File: src/rtl/softex_pkg.sv
// Shared softex types and floating-point format helpers.
// Format encodings are resolved here so this slice does not depend on fpnew.
package softex_pkg;

  typedef enum logic [2:0] {FP32, FP64, FP16, FP8, FP16ALT} fp_format_e;

  localparam fp_format_e FPFORMAT_IN = FP16ALT;

  typedef enum logic {IDLE, ACC} running_max_state_t;

  function automatic int unsigned fp_exp_bits(fp_format_e fmt);
    case (fmt)
      FP32:    return 8;
      FP64:    return 11;
      FP16:    return 5;
      FP8:     return 5;
      FP16ALT: return 8;
      default: return 8;
    endcase
  endfunction

  function automatic int unsigned fp_man_bits(fp_format_e fmt);
    case (fmt)
      FP32:    return 23;
      FP64:    return 52;
      FP16:    return 10;
      FP8:     return 2;
      FP16ALT: return 7;
      default: return 23;
    endcase
  endfunction

  function automatic int unsigned fp_width(fp_format_e fmt);
    return 1 + fp_exp_bits(fmt) + fp_man_bits(fmt);
  endfunction

  // Sign and exponent all ones, mantissa zero; right-aligned in 64 bits.
  function automatic logic [63:0] fp_neg_inf(fp_format_e fmt);
    logic [63:0] ones;
    ones = (64'd1 << (fp_exp_bits(fmt) + 1)) - 64'd1;
    return ones << fp_man_bits(fmt);
  endfunction

  function automatic logic fp_is_nan(fp_format_e fmt, logic [63:0] bits);
    logic [63:0] emask, mmask;
    mmask = (64'd1 << fp_man_bits(fmt)) - 64'd1;
    emask = ((64'd1 << fp_exp_bits(fmt)) - 64'd1) << fp_man_bits(fmt);
    return ((bits & emask) == emask) && ((bits & mmask) != 64'd0);
  endfunction

endpackage

File: src/rtl/softex_fp_order_cmp.sv
// Combinational total-order compare of two floats (a > b) plus per-operand NaN flags.
module softex_fp_order_cmp
  import softex_pkg::*;
#(
  parameter fp_format_e FPFORMAT = FPFORMAT_IN,
  localparam int unsigned WIDTH = fp_width(FPFORMAT)
) (
  input  logic [WIDTH-1:0] a_i,
  input  logic [WIDTH-1:0] b_i,
  output logic             a_gt_b_o,
  output logic             a_nan_o,
  output logic             b_nan_o
);

  // Positive values move above all negatives; negatives are inverted so larger magnitude sorts lower.
  function automatic logic [WIDTH-1:0] order_key(logic [WIDTH-1:0] x);
    return x[WIDTH-1] ? ~x : {1'b1, x[WIDTH-2:0]};
  endfunction

  assign a_gt_b_o = order_key(a_i) > order_key(b_i);
  assign a_nan_o  = fp_is_nan(FPFORMAT, 64'(a_i));
  assign b_nan_o  = fp_is_nan(FPFORMAT, 64'(b_i));

endmodule

File: src/rtl/softex_fp_running_max.sv
// Folds per-beat partial maxima into a running row maximum and emits max/prev/increase per beat.
module softex_fp_running_max
  import softex_pkg::*;
#(
  parameter fp_format_e  FPFORMAT  = FPFORMAT_IN,
  parameter int unsigned LEN_WIDTH = 16,
  localparam int unsigned WIDTH    = fp_width(FPFORMAT)
) (
  input  logic                 clk_i,
  input  logic                 rst_ni,
  input  logic                 clear_i,
  input  logic                 enable_i,
  input  logic                 start_i,
  input  logic [LEN_WIDTH-1:0] len_i,
  input  logic                 valid_i,
  output logic                 ready_o,
  input  logic [WIDTH-1:0]     data_i,
  input  logic                 strb_i,
  output logic                 valid_o,
  input  logic                 ready_i,
  output logic [WIDTH-1:0]     max_o,
  output logic [WIDTH-1:0]     prev_max_o,
  output logic                 inc_o,
  output logic                 last_o,
  output logic                 busy_o
);

  localparam logic [WIDTH-1:0] NEG_INF = WIDTH'(fp_neg_inf(FPFORMAT));

  running_max_state_t   state_q, state_d;
  logic [LEN_WIDTH-1:0] cnt_q, cnt_d, len_q, len_d;
  logic [WIDTH-1:0]     run_q, run_d, max_q, max_d, prev_q, prev_d;
  logic                 valid_q, valid_d, inc_q, inc_d, last_q, last_d;

  logic             d_gt_run, d_nan, run_nan, take, accept, out_free, is_last;
  logic [WIDTH-1:0] cand;

  softex_fp_order_cmp #(.FPFORMAT(FPFORMAT)) i_cmp (
    .a_i      (data_i),
    .b_i      (run_q),
    .a_gt_b_o (d_gt_run),
    .a_nan_o  (d_nan),
    .b_nan_o  (run_nan)
  );

  assign out_free = !valid_q || ready_i;
  assign ready_o  = (state_q == ACC) && enable_i && out_free;
  assign accept   = valid_i && ready_o;
  assign is_last  = (cnt_q == len_q - LEN_WIDTH'(1));
  assign take     = strb_i && !d_nan && (d_gt_run || run_nan);
  assign cand     = take ? data_i : run_q;

  always_comb begin
    state_d = state_q;
    cnt_d   = cnt_q;
    len_d   = len_q;
    run_d   = run_q;
    valid_d = valid_q;
    max_d   = max_q;
    prev_d  = prev_q;
    inc_d   = inc_q;
    last_d  = last_q;
    if (enable_i) begin
      if (valid_q && ready_i) valid_d = 1'b0;
      case (state_q)
        IDLE: if (start_i) begin
          run_d = NEG_INF;
          cnt_d = '0;
          len_d = len_i;
          if (len_i != '0) begin
            state_d = ACC;
          // An empty row needs the output slot; a blocked slot ignores the start rather than overwrite.
          end else if (out_free) begin
            valid_d = 1'b1;
            max_d   = NEG_INF;
            prev_d  = NEG_INF;
            inc_d   = 1'b0;
            last_d  = 1'b1;
          end
        end
        ACC: if (accept) begin
          valid_d = 1'b1;
          prev_d  = run_q;
          max_d   = cand;
          run_d   = cand;
          inc_d   = take;
          last_d  = is_last;
          cnt_d   = is_last ? '0 : cnt_q + LEN_WIDTH'(1);
          if (is_last) state_d = IDLE;
        end
        default: ;
      endcase
    end
  end

  always_ff @(posedge clk_i or negedge rst_ni) begin
    if (!rst_ni) begin
      state_q <= IDLE;
      cnt_q   <= '0;
      len_q   <= '0;
      run_q   <= NEG_INF;
      valid_q <= 1'b0;
      max_q   <= NEG_INF;
      prev_q  <= NEG_INF;
      inc_q   <= 1'b0;
      last_q  <= 1'b0;
    end else if (clear_i) begin
      state_q <= IDLE;
      cnt_q   <= '0;
      len_q   <= '0;
      run_q   <= NEG_INF;
      valid_q <= 1'b0;
      max_q   <= NEG_INF;
      prev_q  <= NEG_INF;
      inc_q   <= 1'b0;
      last_q  <= 1'b0;
    end else begin
      state_q <= state_d;
      cnt_q   <= cnt_d;
      len_q   <= len_d;
      run_q   <= run_d;
      valid_q <= valid_d;
      max_q   <= max_d;
      prev_q  <= prev_d;
      inc_q   <= inc_d;
      last_q  <= last_d;
    end
  end

  assign valid_o    = valid_q;
  assign max_o      = max_q;
  assign prev_max_o = prev_q;
  assign inc_o      = inc_q;
  assign last_o     = last_q;
  assign busy_o     = (state_q == ACC) || valid_q;

endmodule

File: config.mk
export PLATFORM = sky130hd
export DESIGN_NAME = softex_fp_running_max
export DESIGN_NICKNAME = d
export VERILOG_FILES = /design/src/rtl/softex_pkg.sv /design/src/rtl/softex_fp_order_cmp.sv /design/src/rtl/softex_fp_running_max.sv
export SDC_FILE = /design/constraint.sdc
export NUM_CORES = 1
export LEC_CHECK = 0
export ABC_AREA = 1
export CORE_ASPECT_RATIO = 1.1
export CORE_MARGIN = 5
export CORE_UTILIZATION = 40
export CTS_CLUSTER_DIAMETER = 120
export DETAILED_ROUTE_END_ITERATION = 10
export GPL_TIMING_DRIVEN = 0
export PLACE_DENSITY = 0.69
export SLEW_MARGIN = 20
export SYNTH_ARGS = -nofsm -noshare
export SYNTH_HDL_FRONTEND = slang
export SYNTH_SLANG_ARGS = --single-unit
export TNS_END_PERCENT = 1
File: constraint.sdc
create_clock -name clk_i -period 3.6 [get_ports clk_i]
set_input_delay 0.36 -clock clk_i [delete_from_list [all_inputs] [get_ports clk_i]]
set_output_delay 0.36 -clock clk_i [all_outputs]
set_load 0.02 [all_outputs]
# ---- After elaboration in Yosys (flattened, before gate mapping)
# Cells that the tools add are included.
dict set report totals {
  out_inout_bits 37
  ff_bits 84
  in_bits 40
}
dict set report classes {
  reduce_logical 21
  n_addsub 2
  mux 57
  n_eq_ne 8
  n_bitwise 3
  order_cmp 1
}
# operator count
set ops {}
lappend ops {{2-to-1 mux 16 bit} 24}
lappend ops {{case mux 16 bit (2 select lines)} 4}
lappend ops {{nonzero test 64 bit} 2}
lappend ops {{NOT 16 bit} 2}
lappend ops {{2-to-1 mux 1 bit} 25}
lappend ops {{adder 16 x 1 -> 16 bit (second input constant)} 1}
lappend ops {{== test 16 bit} 1}
lappend ops {{== test 8 bit (second input constant)} 2}
lappend ops {{> comparator 16 bit} 1}
lappend ops {{nonzero test 16 bit} 1}
lappend ops {{subtractor 16 x 1 -> 16 bit (second input constant)} 1}
lappend ops {{inequality test 3 bit (second input constant)} 3}
lappend ops {{logical AND 1 bit} 8}
lappend ops {{case mux 1 bit (2 select lines)} 4}
lappend ops {{AND reduction 3 bit} 2}
lappend ops {{AND reduction 5 bit} 1}
lappend ops {{nonzero test 2 bit} 2}
lappend ops {{logical OR 1 bit} 3}
lappend ops {{inequality test 3 x 2 -> 1 bit (second input constant)} 1}
lappend ops {{logical NOT 1 bit} 2}
lappend ops {{inequality test 2 bit (second input constant)} 1}
lappend ops {{NOT 1 bit} 1}

# ---- Longest topological paths before layout
dict set report depth {
  ltp_word 10
  mapped_depth 22
  depth_no_buf 19
}

# ---- Hierarchy
# From an unflattened synthesis, not the netlist that was laid out.
dict set report unflattened {
  hier_cells 681
  area_unflattened_um2 5390.2
}
# mod cells_per_inst area_each_um2 seq_area_each_um2 instances
set modules_own_cells {}
lappend modules_own_cells {softex_fp_running_max 578 4642.0 2135.8 1}
lappend modules_own_cells {softex_fp_order_cmp 103 748.2 0.0 1}

# ---- Least setup slack after synthesis
# OpenSTA, ideal clock, no wires.
dict set report synth_timing {
  kind {register to register}
  from {reg run_q[15]}
  to {reg run_q[12]}
  setup_ns 0.061
  required_ns 3.539
  path_slack_ns 0.676
  stages_incl_launch_ff 18
  n_path_buf 3
  arrival_ns 2.863
  cell_sequence {dfstp_2 > clkbuf_1 > clkbuf_1 > xnor2_1 > ha_1 > nand4_1 > nor3_1 > nand2_1 > nand2_1 > nand2_1 > nand2_1 > buf_2 > nand3_1 > nand2_1 > inv_1 > nand2_1 > nand2_1 > nand2_1}
}
dict set report synth_via {
  elab_chain_len 10
}
# item line
set synth_lines {}
lappend synth_lines {{start: declaration} softex_fp_running_max.sv:32} ;# logic [WIDTH-1:0] run_q, run_d, max_q, max_d, prev_q, prev_d;
lappend synth_lines {{start signal: assignment} softex_fp_running_max.sv:121} ;# run_q <= run_d;
lappend synth_lines {{NOT 16 bit} softex_fp_order_cmp.sv:17} ;# return x[WIDTH-1] ? ~x : {1'b1, x[WIDTH-2:0]};
lappend synth_lines {{2-to-1 mux 16 bit (*)} softex_fp_order_cmp.sv:17}
lappend synth_lines {{> comparator 16 bit (*)} softex_fp_order_cmp.sv:20} ;# assign a_gt_b_o = order_key(a_i) > order_key(b_i);
lappend synth_lines {{logical OR 1 bit (*)} softex_fp_running_max.sv:50} ;# assign take = strb_i && !d_nan && (d_gt_run || run_nan);
lappend synth_lines {{logical AND 1 bit (*)} softex_fp_running_max.sv:50}
lappend synth_lines {{2-to-1 mux 16 bit (*)} softex_fp_running_max.sv:51} ;# assign cand = take ? data_i : run_q;
lappend synth_lines {{2-to-1 mux 16 bit (*)} softex_fp_running_max.sv:81} ;# ACC: if (accept) begin
lappend synth_lines {{case mux 16 bit (2 select lines) (*)} softex_fp_running_max.sv:65} ;# case (state_q)
lappend synth_lines {{2-to-1 mux 16 bit (*)} softex_fp_running_max.sv:63} ;# if (enable_i) begin
lappend synth_lines {{2-to-1 mux 16 bit (*)} softex_fp_running_max.sv:107} ;# end else if (clear_i) begin
# Every way passes the cells marked *; elsewhere a longest branch is shown, timed or not. The select of a mux whose other input is x is not followed.
# A chain may end at the register's enable or synchronous reset.

# ---- Worst setup path after layout
dict set report layout_timing {
  from {reg run_q[15]}
  to {reg run_q[0]}
}
# Same word-level chain as after synthesis.

==> reports/results.ini <==
[clock_tree]
insertion_delay_ps = 350
clockRootBuffer = clkbuf_16
cts_sinks = 84
clockBufferDepth = 2
cts_tree = built
postCtsSetupRepairBufs = 0
cts.clk_slew.worst_paths_ps = 70
ctsHoldBuffers = 0
cts_made_buffers = 9
cts_resized = 1
htreeDepth = 3

[worst_setup_path]
reg2reg_to = run_q[0]$_DFFE_PN0P_
cp_max_fo = 10
cp.required_ps = 3830
start_kind = register
cp-end-kind = register
worst_path_most_repeated_cell = nand2_1
r2r_slack_ps = 230
r2r_cells = 14
cp_data_arrival_time_ps = 3600
critical_path.max_stage_delay_ps = 530
critPathBufInv = 3
crit_end = run_q[0]$_DFFE_PN0P_
crit_type = register to register
path_delay_family = simple AND/OR/NAND/NOR gates
path_cells = clkbuf_1, clkbuf_2, xnor2_1, ha_1, nand4_1, nor3_1, nand2_1, nand2_1, nand2_1, nand2_1, buf_2, nand3_1, nand4_1, o21ai_0
slowest_stage = dfstp_2
startpoint = run_q[15]$_DFFE_PN1P_
cp.depth = 14
r2r-start = run_q[15]$_DFFE_PN1P_

[grt]
grtUsageTotal_pct = 18.31
grt.overflow.total = 0
grt_pass1_vias = 4788
antenna_found_initial = 0
grt_pass1_wl_um = 23380
grt_max_degree = 44

[power]
p_leak_nw = 3.287
power_density_mw_per_mm2 = 430.3
ir_drop_v = 0.0002081

[logic_synthesis]
syn-num-nets = 793
synth_most_common_cell = nand2_1
syn_inst = 735
ys_types = 38
synth.largest_area_cell = dfrtp_1
yosysWarningCount = 0
synth-async-reset-ratio_pct = 100.0
avgSynthCellArea_um2 = 7.340
synth_top_area_share_pct = 26.44
ys.flop_type = dfrtp_1
synth_common_cells = 226 x nand2_1, 88 x inv_1, 60 x nor2_1
netlist_area_mm2 = 0.005395
synth_area_leaders = dfrtp_1 26%, nand2_1 16%, dfstp_2 13%, inv_1 6.1%, nand3_1 4.3%
synth-edff-count = 0
ys_seq_area_share_pct = 39.59
synth-seq-cells = 84

[place]
port_buffers = 75
dp_cells = 972
dp_hpwl_um = 10980
gp_congestion = 0.8990
placed_cell_area_mm2 = 0.006365

[timing]
finalMaxSlewViolations = 0
slew_headroom_pct = 50.95
rsz0062_at_grt = no
setup_violations = 0
final_hold_viol_count = 0
fin_crit_sh_pct = 93.65
fmax_mhz = 296.6
clock_skew_ps = 9.209
min_period_ps = 3371
tightestPinTransition_ps = 735.8

[detailed_routing]
ant_nets = 0
wl_met1_um = 6444
wl_met2_um = 6776
routed_wirelength_um = 14300
met3_length_um = 792
drc = 0
route.top_layer_used = met4
route.vias.total = 5080
dr.pass1.iters = 5
drt_iter0_markers = 382
avgViaCountPerCell = 5.142
wire_per_inst_um = 14.47

[floorplan]
design.die.area_mm2 = 0.01591
die_h_um = 131.8
start_util_pct = 40.83
top_level_ports = 77
chipWidth_um = 120.7
rows = 44
core_mm2 = 0.01321

[final_layout]
nNetsFinal = 880
drive_above_1_share_pct = 9.794
stdcell_count = 988
antenna_cells = 0
synthToLayoutAreaGrowth_pct = 23.65
final_cell_area_mm2 = 0.006671

[run]
cap_viol_max_count = 0

[status]
status = complete, no violations

[min_path]
worstHoldPathType = input pin to asynchronous set/reset pin

[worst min-delay path by stage]
stage	from	end	slack, ps
2_1_floorplan	rst_ni	cnt_q[0]$_DFFE_PN0P_	60
3_3_place_gp	max_o[14]$_DFFE_PN1P_	max_o[14]$_DFFE_PN1P_	460
3_5_place_dp	rst_ni	inc_o$_DFFE_PN0P_	400
4_1_cts	rst_ni	cnt_q[10]$_DFFE_PN0P_	20
5_1_grt	rst_ni	inc_o$_DFFE_PN0P_	60
6_report	rst_ni	inc_o$_DFFE_PN0P_	20
[layout make-up]
cell class,count,area (µm²)
flip-flops and latches,84,2136
well taps,161,201.4
repair buffers,76,768.2
plain buffers,24,126.4
fillers,1289,6541
multi-input cells,532,2783
inverters,95,356.6
clock buffers,10,229.0
clock inverters,6,71.32
[per-stage QoR]
| step | TNS [ps] | util (%) | hold WS, ps | power, mW | worst slack, ps |
|---|---|---|---|---|---|
| 2_1_floorplan | 0 | - | 64.41 | 1.648 | 676.0 |
| 3_3_place_gp | -51230 | 48.04 | 455.1 | 1.917 | -903.2 |
| 3_5_place_dp | -254.5 | 48.17 | 395.1 | 1.930 | -33.15 |
| 4_1_cts | 0 | 50.45 | 24.22 | 2.891 | 200.1 |
| 5_1_grt | 0 | 50.49 | 63.38 | 3.037 | 40.88 |
| 6_report | 0 | 50.49 | 18.32 | 2.871 | 228.7 |
[power by group]
group | internal, mW | switching [mW]
sequential | 1.04 | 0.0562
clock | 0.544 | 0.411
combinational | 0.329 | 0.488
[layer usage]
metal,vias up,track usage (%)
met5,-,0
met4,0,6.549
met3,26,3.433
met2,150,29.76
met1,2380,24.38
li1,2524,-
[worst register-to-register path: stages (launching register included)]
cell	delay [ps]
dfstp_2	530
clkbuf_1	390
clkbuf_2	400
xnor2_1	130
ha_1	330
nand4_1	100
nor3_1	260
nand2_1	90
nand2_1	70
nand2_1	60
nand2_1	230
buf_2	280
nand3_1	130
nand4_1	160
o21ai_0	100
[cells in the final DEF (no fill, tap or decap), types with 8 or more instances in the layout]
| master | count |
|---|---|
| xnor2_1 | 25 |
| o21ai_0 | 25 |
| clkbuf_1 | 10 |
| ha_1 | 18 |
| xor2_1 | 26 |
| nand3b_1 | 8 |
| dfrtp_1 | 57 |
| clkdlybuf4s50_1 | 74 |
| nor2_1 | 60 |
| nand3_1 | 45 |
| nand2_1 | 226 |
| nand4_1 | 25 |
| o22ai_1 | 17 |
| clkbuf_16 | 9 |
| dfstp_2 | 27 |
| inv_1 | 88 |
| a21oi_1 | 20 |
[sequential cells by signal, summed over array words and instances, names as in the netlist]
name / flops
prev_max_o: 16
cnt_q: 16
valid_o: 1
len_q: 16
run_q: 16
state_q: 1
inc_o: 1
last_o: 1
max_o: 16
[kinds of logic after synthesis]
family,count (synthesis),synth area share (%)
buf+inv,119,8.929
fa+ha+maj,18,4.174
flops,84,39.59
simple gates,389,31.45
xor+xnor,51,8.279
compound gates,74,7.584
Note: power is estimated with default switching activity, not from simulation.
